--- config.mk ---
export PLATFORM = sky130hd
export DESIGN_NAME = pipeline_redirect_ctrl_flat
export DESIGN_NICKNAME = d
export VERILOG_FILES = /design/src/rtl/pipeline_redirect_ctrl_if.sv /design/src/rtl/pipeline_redirect_ctrl.sv /design/src/flat_wrapper.sv
export SDC_FILE = /design/constraint.sdc
export NUM_CORES = 1
export LEC_CHECK = 0
export ABC_AREA = 1
export BUFFER_PORTS_ARGS = -buffer_cell sky130_fd_sc_hd__buf_2
export CAP_MARGIN = 15
export CORE_MARGIN = 2
export CORE_UTILIZATION = 35
export DETAILED_ROUTE_END_ITERATION = 12
export SLEW_MARGIN = 20
export SYNTH_ARGS = -nofsm -noshare
export SYNTH_HDL_FRONTEND = slang
export SYNTH_SLANG_ARGS = --single-unit
--- constraint.sdc ---
create_clock -name i_clk -period 1.73 [get_ports i_clk]
set_input_delay 0.0865 -clock i_clk [delete_from_list [all_inputs] [get_ports i_clk]]
set_output_delay 0.0865 -clock i_clk [all_outputs]
set_load 0.02 [all_outputs]
--- src/rtl/pipeline_redirect_ctrl_if.sv ---
// ----------------------------------------------------------------------------
// pipeline_redirect_ctrl_if
// Bundles the redirect requests from EX/WB, the stage stall requests, the
// per-stage flush/stall vectors and the redirect handshake to fetch.
//   master : the core side (drives requests and fetch_ready, observes controls)
//   slave  : the redirect controller
// Parameter ADDR_WIDTH : width of every PC / target.
// ----------------------------------------------------------------------------
interface pipeline_redirect_ctrl_if #(
    parameter int ADDR_WIDTH = 32
);
    logic                  bru_miss_valid;
    logic [ADDR_WIDTH-1:0] bru_miss_target;
    logic                  exc_valid;
    logic [ADDR_WIDTH-1:0] exc_entry;
    logic                  ertn_valid;
    logic [ADDR_WIDTH-1:0] era;
    logic                  if_stall_req;
    logic                  mem_stall_req;
    logic                  fetch_ready;
    logic [4:0]            flush;
    logic [4:0]            stall;
    logic                  redirect_valid;
    logic [ADDR_WIDTH-1:0] redirect_pc;
    logic                  redirect_busy;

    modport master (
        output bru_miss_valid, bru_miss_target, exc_valid, exc_entry,
               ertn_valid, era, if_stall_req, mem_stall_req, fetch_ready,
        input  flush, stall, redirect_valid, redirect_pc, redirect_busy
    );

    modport slave (
        input  bru_miss_valid, bru_miss_target, exc_valid, exc_entry,
               ertn_valid, era, if_stall_req, mem_stall_req, fetch_ready,
        output flush, stall, redirect_valid, redirect_pc, redirect_busy
    );
endinterface

--- src/rtl/pipeline_redirect_ctrl.sv ---
// ----------------------------------------------------------------------------
// pipeline_redirect_ctrl
// Stall/flush/redirect sequencer for the 5-stage core (IF,ID,EX,MEM,WB).
// Picks one redirect request by age (exc > ertn > bru_miss), drives the
// per-stage flush/stall vectors and presents the redirect PC to fetch over a
// valid/ready handshake, parking it in PEND until fetch accepts.
// Ports:
//   i_clk, i_rst_n  clock, synchronous active-low reset
//   bus (slave)     requests, flush[4:0]/stall[4:0] ([4]=IF .. [0]=WB),
//                   redirect_valid/redirect_pc/fetch_ready, redirect_busy
// Optional (macro PIPE_CTRL_PERF_EN):
//   o_perf_redirects     accepted handshakes, wraps mod 2^32
//   o_perf_stall_cycles  cycles with stall != 0, wraps mod 2^32
// ----------------------------------------------------------------------------
module pipeline_redirect_ctrl #(
    parameter int ADDR_WIDTH = 32
) (
    input  logic                     i_clk,
    input  logic                     i_rst_n,
    pipeline_redirect_ctrl_if.slave  bus
`ifdef PIPE_CTRL_PERF_EN
    ,
    output logic [31:0]              o_perf_redirects,
    output logic [31:0]              o_perf_stall_cycles
`endif
);
    typedef enum logic {S_IDLE, S_PEND} state_e;
    typedef enum logic [1:0] {K_NONE, K_BRU, K_EXC, K_ERTN} kind_e;

    state_e                r_state, w_state_nxt;
    kind_e                 r_pend_kind, w_kind_nxt;
    logic [ADDR_WIDTH-1:0] r_pend_pc, w_pc_nxt;

    logic                  w_acc;
    kind_e                 w_acc_kind;
    logic [ADDR_WIDTH-1:0] w_acc_pc;
    logic [4:0]            w_flush, w_stall;
    logic                  w_valid, w_busy;
    logic [ADDR_WIDTH-1:0] w_rpc;

    always_ff @(posedge i_clk) begin
        if (!i_rst_n) begin
            r_state     <= S_IDLE;
            r_pend_kind <= K_NONE;
            r_pend_pc   <= '0;
        end else begin
            r_state     <= w_state_nxt;
            r_pend_kind <= w_kind_nxt;
            r_pend_pc   <= w_pc_nxt;
        end
    end

    always_comb begin
        w_state_nxt = r_state;
        w_kind_nxt  = r_pend_kind;
        w_pc_nxt    = r_pend_pc;
        w_acc       = 1'b0;
        w_acc_kind  = K_NONE;
        w_acc_pc    = '0;
        w_flush     = 5'b00000;
        w_stall     = 5'b00000;
        w_valid     = 1'b0;
        w_rpc       = '0;
        w_busy      = (r_state == S_PEND);

        // Age priority. A mispredict is only taken while MEM is not frozen
        // (EX re-asserts later), and is younger than any pending WB redirect,
        // so it is dropped when PEND holds an exc/ertn.
        if (bus.exc_valid) begin
            w_acc      = 1'b1;
            w_acc_kind = K_EXC;
            w_acc_pc   = bus.exc_entry;
        end else if (bus.ertn_valid) begin
            w_acc      = 1'b1;
            w_acc_kind = K_ERTN;
            w_acc_pc   = bus.era;
        end else if (bus.bru_miss_valid && !bus.mem_stall_req &&
                     (r_state == S_IDLE || r_pend_kind == K_BRU)) begin
            w_acc      = 1'b1;
            w_acc_kind = K_BRU;
            w_acc_pc   = bus.bru_miss_target;
        end

        if (w_acc)
            w_flush = (w_acc_kind == K_BRU) ? 5'b11000 : 5'b11110;

        case (r_state)
            S_IDLE: begin
                if (w_acc) begin
                    w_valid = 1'b1;
                    w_rpc   = w_acc_pc;
                    if (!bus.fetch_ready) begin
                        w_state_nxt = S_PEND;
                        w_kind_nxt  = w_acc_kind;
                        w_pc_nxt    = w_acc_pc;
                    end
                end
            end
            S_PEND: begin
                // Keep killing whatever IF fetched down the wrong path.
                w_flush[4] = 1'b1;
                w_valid    = 1'b1;
                w_rpc      = w_acc ? w_acc_pc : r_pend_pc;
                if (w_acc) begin
                    w_kind_nxt = w_acc_kind;
                    w_pc_nxt   = w_acc_pc;
                end
                if (bus.fetch_ready) begin
                    w_state_nxt = S_IDLE;
                    w_kind_nxt  = K_NONE;
                end
            end
            default: w_state_nxt = S_IDLE;
        endcase

        if (bus.mem_stall_req)
            w_stall = 5'b11110;
        else if (bus.if_stall_req)
            w_stall = 5'b10000;
        // A flushed stage must load its bubble, so it can never be held.
        w_stall = w_stall & ~w_flush;

        // Outputs are forced quiet for the whole reset window.
        if (!i_rst_n) begin
            w_flush = 5'b00000;
            w_stall = 5'b00000;
            w_valid = 1'b0;
            w_rpc   = '0;
            w_busy  = 1'b0;
        end
    end

    assign bus.flush          = w_flush;
    assign bus.stall          = w_stall;
    assign bus.redirect_valid = w_valid;
    assign bus.redirect_pc    = w_rpc;
    assign bus.redirect_busy  = w_busy;

`ifdef PIPE_CTRL_PERF_EN
    logic [31:0] r_perf_redirects, r_perf_stall_cycles;

    always_ff @(posedge i_clk) begin
        if (!i_rst_n) begin
            r_perf_redirects    <= '0;
            r_perf_stall_cycles <= '0;
        end else begin
            if (w_valid && bus.fetch_ready)
                r_perf_redirects <= r_perf_redirects + 32'd1;
            if (w_stall != 5'b00000)
                r_perf_stall_cycles <= r_perf_stall_cycles + 32'd1;
        end
    end

    assign o_perf_redirects    = r_perf_redirects;
    assign o_perf_stall_cycles = r_perf_stall_cycles;
`endif
endmodule

--- src/flat_wrapper.sv ---
// flat-port wrapper written by rule: the top's interface ports become plain ports
module pipeline_redirect_ctrl_flat 
#(
    parameter int ADDR_WIDTH = 32
)
  (i_clk, i_rst_n, bus_bru_miss_valid, bus_bru_miss_target, bus_exc_valid, bus_exc_entry, bus_ertn_valid, bus_era, bus_if_stall_req, bus_mem_stall_req, bus_fetch_ready, bus_flush, bus_stall, bus_redirect_valid, bus_redirect_pc, bus_redirect_busy);
  pipeline_redirect_ctrl_if #(.ADDR_WIDTH(ADDR_WIDTH)) bus_i ();
  input  logic i_clk;
  input  logic i_rst_n;
  input wire logic [$bits(bus_i.bru_miss_valid)-1:0] bus_bru_miss_valid;
  input wire logic [$bits(bus_i.bru_miss_target)-1:0] bus_bru_miss_target;
  input wire logic [$bits(bus_i.exc_valid)-1:0] bus_exc_valid;
  input wire logic [$bits(bus_i.exc_entry)-1:0] bus_exc_entry;
  input wire logic [$bits(bus_i.ertn_valid)-1:0] bus_ertn_valid;
  input wire logic [$bits(bus_i.era)-1:0] bus_era;
  input wire logic [$bits(bus_i.if_stall_req)-1:0] bus_if_stall_req;
  input wire logic [$bits(bus_i.mem_stall_req)-1:0] bus_mem_stall_req;
  input wire logic [$bits(bus_i.fetch_ready)-1:0] bus_fetch_ready;
  output wire logic [$bits(bus_i.flush)-1:0] bus_flush;
  output wire logic [$bits(bus_i.stall)-1:0] bus_stall;
  output wire logic [$bits(bus_i.redirect_valid)-1:0] bus_redirect_valid;
  output wire logic [$bits(bus_i.redirect_pc)-1:0] bus_redirect_pc;
  output wire logic [$bits(bus_i.redirect_busy)-1:0] bus_redirect_busy;
  assign bus_i.bru_miss_valid = bus_bru_miss_valid;
  assign bus_i.bru_miss_target = bus_bru_miss_target;
  assign bus_i.exc_valid = bus_exc_valid;
  assign bus_i.exc_entry = bus_exc_entry;
  assign bus_i.ertn_valid = bus_ertn_valid;
  assign bus_i.era = bus_era;
  assign bus_i.if_stall_req = bus_if_stall_req;
  assign bus_i.mem_stall_req = bus_mem_stall_req;
  assign bus_i.fetch_ready = bus_fetch_ready;
  assign bus_flush = bus_i.flush;
  assign bus_stall = bus_i.stall;
  assign bus_redirect_valid = bus_i.redirect_valid;
  assign bus_redirect_pc = bus_i.redirect_pc;
  assign bus_redirect_busy = bus_i.redirect_busy;
  pipeline_redirect_ctrl #(.ADDR_WIDTH(ADDR_WIDTH)) u_core (.i_clk(i_clk), .i_rst_n(i_rst_n), .bus(bus_i));
endmodule
==> summary.md <==
| Metric | Value |
|---|---|
| Outcome | `finished with violations` |
| Failing checks | `setup timing` |
| Initial Utilization | `36.2%` |
| Final Setup Violations | `31` |
| Core region area | `roughly 7700 um2` |
| Internal power | `between 0.0015 and 0.002 W` |
| Synthesis-stage register bit count | `35` |
| Area occupied by multi-input gates | `between 1500 and 2000 um2` |
| Reg area | `about 700 um2` |
| Largest family of logic cells by synthesized area | `simple AND/OR/NAND/NOR gates` |
| HP Class | `input port to register` |
| I/O pin count | `148` |
| Count of cell types in the netlist | `27` |
| TritonCTS clock tree | `done` |
| Worst-path maximum fanout | `6` |
| Post-Syn Instances | `about 510` |
| Final Cell Area | `~4400 um2` |
| Grt ovf | `0` |
| Critical Path AT | `about 1.8 ns` |
| Worst reg-to-reg setup slack | `0.20 ns` |
| Max Slew Vio Count | `0` |
| Final Power | `0.00275 W` |
| Sink Count | `35` |
| TritonCTS buffer count | `5` |
| RSZ-0062 raised after global routing | `true` |
| Drt drc | `0` |
| Clock Path Buffers | `2` |
| Power density cells | `between 600 and 700 nW/um2` |
| Leak | `2.37 nW` |
| Setup crit end kind | `output pin` |
| Simple-gate share of the synthesized area | `38.0%` |
| # rows | `32` |
| Post-synthesis mux area share | `0%` |
| Area delta synth->final | `58.3%` |
| Initial DRC Count | `roughly 140` |
| Combinational power share | `between 30% and 40%` |
| Post-Route WL | `a little under 10000 um` |
| Post-synthesis compound-gate area fraction | `about 22%` |
| Initial antenna violation count | `0` |
| Worst skew pair latency | `between 0.2 and 0.3 ns` |
| DRT antenna net count | `0` |
| Die width | `approximately 93 um` |
| NetSw | `approximately 0.00094 W` |
| Tmin final | `1.90 ns` |
| ANT cells | `0` |
| Seq/Total Area, Yosys | `between 20% and 30%` |
| Switch share | `~34%` |
| Vias | `~3700` |
| Max IR drop VDD | `0.347 mV` |
| Yosys warns | `0` |
| Total GRT Usage | `a little over a fifth` |
| Clk pwr share | `29.0%` |
| Max cap viols | `0` |
| Fin Setup TNS | `-2.34 ns` |
| Crit path launch type | `register` |
| Reg power frac | `33.3%` |
| Synth area leader | `nand2_1` |
| Htree depth | `2` |
| Highest Clock Rate | `between 500 and 600 MHz` |
| Final Hold Fails | `0` |
| Vias in the first global route | `~3300` |
| Routability cong. | `about 0.79` |
| Critical path class | `register to output pin` |
| Drt first pass iters | `4` |
| Net count, final | `769` |
| Share of the synthesized area in the top cell type | `between 20% and 30%` |
| Share of cells above drive strength 1 | `42.6%` |
| Post-Synth Adder-Cell Area | `0%` |
| Vias per Instance | `between 4 and 5` |
| Die Area | `~8700 um2` |
| CP required | `1.64 ns` |
| FILL cells | `between 700 and 800` |
| Drt wl/cell | `approximately 13 um` |
| Dpl cell area | `roughly 3700 um2` |
| Period utilisation layout | `110%` |
| Clock transition at path regs | `roughly 0.070 ns` |
| Die H | `between 90 and 100 um` |
| Buffers added on ports | `roughly 150` |
| Xor/xnor share of the synthesized area | `0%` |
| Top cells by area, synth | `nand2_1 (25%), dfxtp_1 (25%), a21oi_1 (14%)` |
| DP HPWL | `between 6000 and 7000 um` |
| Post-synthesis average cell area | `around 5.5 um2` |
| Netlist Area Pre-Place | `2800 um2` |
| First-pass GRT wire length | `15300 um` |
| Largest net degree at the start of global routing | `36` |
| Post-Route Skew | `0.00784 ns` |
| Slack of the critical path | `-0.173 ns` |
| CTS Root Cell | `clkbuf_8` |
-- per-stage QoR --
stage	setup slack, ns	hold slack, ns	utilization [%]	instances
after floorplan	0.146	0.156	-	508
after global placement	0.0898	0.275	47.4	738
after detailed placement	0.0618	0.273	47.4	738
after CTS	-0.117	0.117	52.4	757
after global routing	-0.258	0.120	57.3	768
final	-0.173	0.121	57.3	768
-- layout make-up --
type / instances / share of cell area (%)
multi-input combinational: 373 / 44.7
timing repair buffer: 187 / 28.4
sequential: 35 / 15.9
inverter: 63 / 5.43
tap: 102 / 2.88
clock buffer: 6 / 1.87
clock inverter: 2 / 0.877
-- synth_stat cells --
| master | instances |
|---|---|
| buf_1 | 3 |
| o21ai_0 | 22 |
| nand4_1 | 1 |
| o21a_1 | 10 |
| inv_1 | 61 |
| a21oi_1 | 77 |
| inv_2 | 1 |
| dfxtp_1 | 35 |
| clkbuf_1 | 15 |
| o21ai_1 | 2 |
| or2_2 | 1 |
| nor2_2 | 2 |
| conb_1 | 1 |
| clkinv_1 | 1 |
| buf_2 | 13 |
| nand3_1 | 12 |
| o211ai_1 | 1 |
| o21ai_2 | 1 |
| nand2_2 | 4 |
| nand2_1 | 188 |
| buf_4 | 7 |
| o2111ai_1 | 1 |
| or2_0 | 9 |
| nor3_1 | 1 |
| nand3_2 | 1 |
| nand3b_1 | 10 |
| nor2_1 | 27 |
-- placed cells by master, fill, tap and decap left out, types with 3 or more instances in the layout --
cell type	instances
nand2_4	10
o21ai_0	12
buf_4	50
nand3b_1	10
o21ai_1	8
or2_0	9
dfxtp_1	33
o21a_1	10
a21oi_1	54
inv_2	5
nand3_1	12
buf_2	114
nand2_1	146
inv_1	56
o21ai_2	5
a21oi_2	22
nor2_2	3
nand2_2	36
clkbuf_8	6
nor2_1	24
buf_12	4
buf_6	16
-- path summary, 6_finish.rpt --
path                            cells after the start                                  to                          startpoint
worst max-delay path                               12                 bus_redirect_pc[11]  u_core.r_pend_kind[1]$_SDFFE_PN0P_
worst min-delay path                                3  u_core.r_pend_kind[1]$_SDFFE_PN0P_                             i_rst_n
worst max register to register                     13    u_core.r_pend_pc[5]$_SDFFE_PN0P_  u_core.r_pend_kind[1]$_SDFFE_PN0P_
worst min register to register                      2  u_core.r_pend_kind[1]$_SDFFE_PN0P_  u_core.r_pend_kind[1]$_SDFFE_PN0P_
-- worst max-delay path: stages, from the launching register on --
cell and delay [ns]:
dfxtp_2 0.33, inv_2 0.04, nand2_2 0.04, nand2_2 0.08, nand2_4 0.09, nor2_4 0.17
buf_12 0.13, clkbuf_16 0.16, nand2_2 0.05, nand2_2 0.07, nand2_2 0.06, a21oi_2 0.16
buf_6 0.14
-- sequential cells by signal (all words and copies together), names as in the netlist --
signal / flops
u_core.r_pend_pc: 32
u_core.r_state: 1
u_core.r_pend_kind: 2
-- cell families after synthesis --
logic type,count (synthesis)
buffers and inverters,101
flip-flops,35
AND/OR/NAND/NOR,256
other,1
AO/OA/AOI/OAI,114
-- routing by layer --
| layer | global-route usage [%] | vias to the layer above | share of wire (%) |
|---|---|---|---|
| li1 | - | 1890 | - |
| met1 | 30.6 | 1711 | 45 |
| met2 | 34.9 | 120 | 48 |
| met3 | 4.67 | 4 | 6.8 |
| met4 | 3.31 | 0 | 0.46 |
| met5 | 0 | - | 0 |
-- power groups by stage --
stage	Clock, W	Combinational [W]	Sequential (W)
4_1_cts	0.000809	0.000922	0.000913
3_5_place_dp	0	0.000839	0.000931
6_report	0.000798	0.00104	0.000916
3_3_place_gp	0	0.000829	0.000929
5_1_grt	0.000870	0.00115	0.000925
2_1_floorplan	0	0.000531	0.000926
-- timing repair --
item,CTS,global route
setup buffers,8,10
hold endpoints to repair,1,0
pin swaps,7,19
gates cloned,2,2
hold buffers,1,0
endpoints found under the setup margin,33,32
resized for setup,55,96
Power figures use the tool's default switching activity.
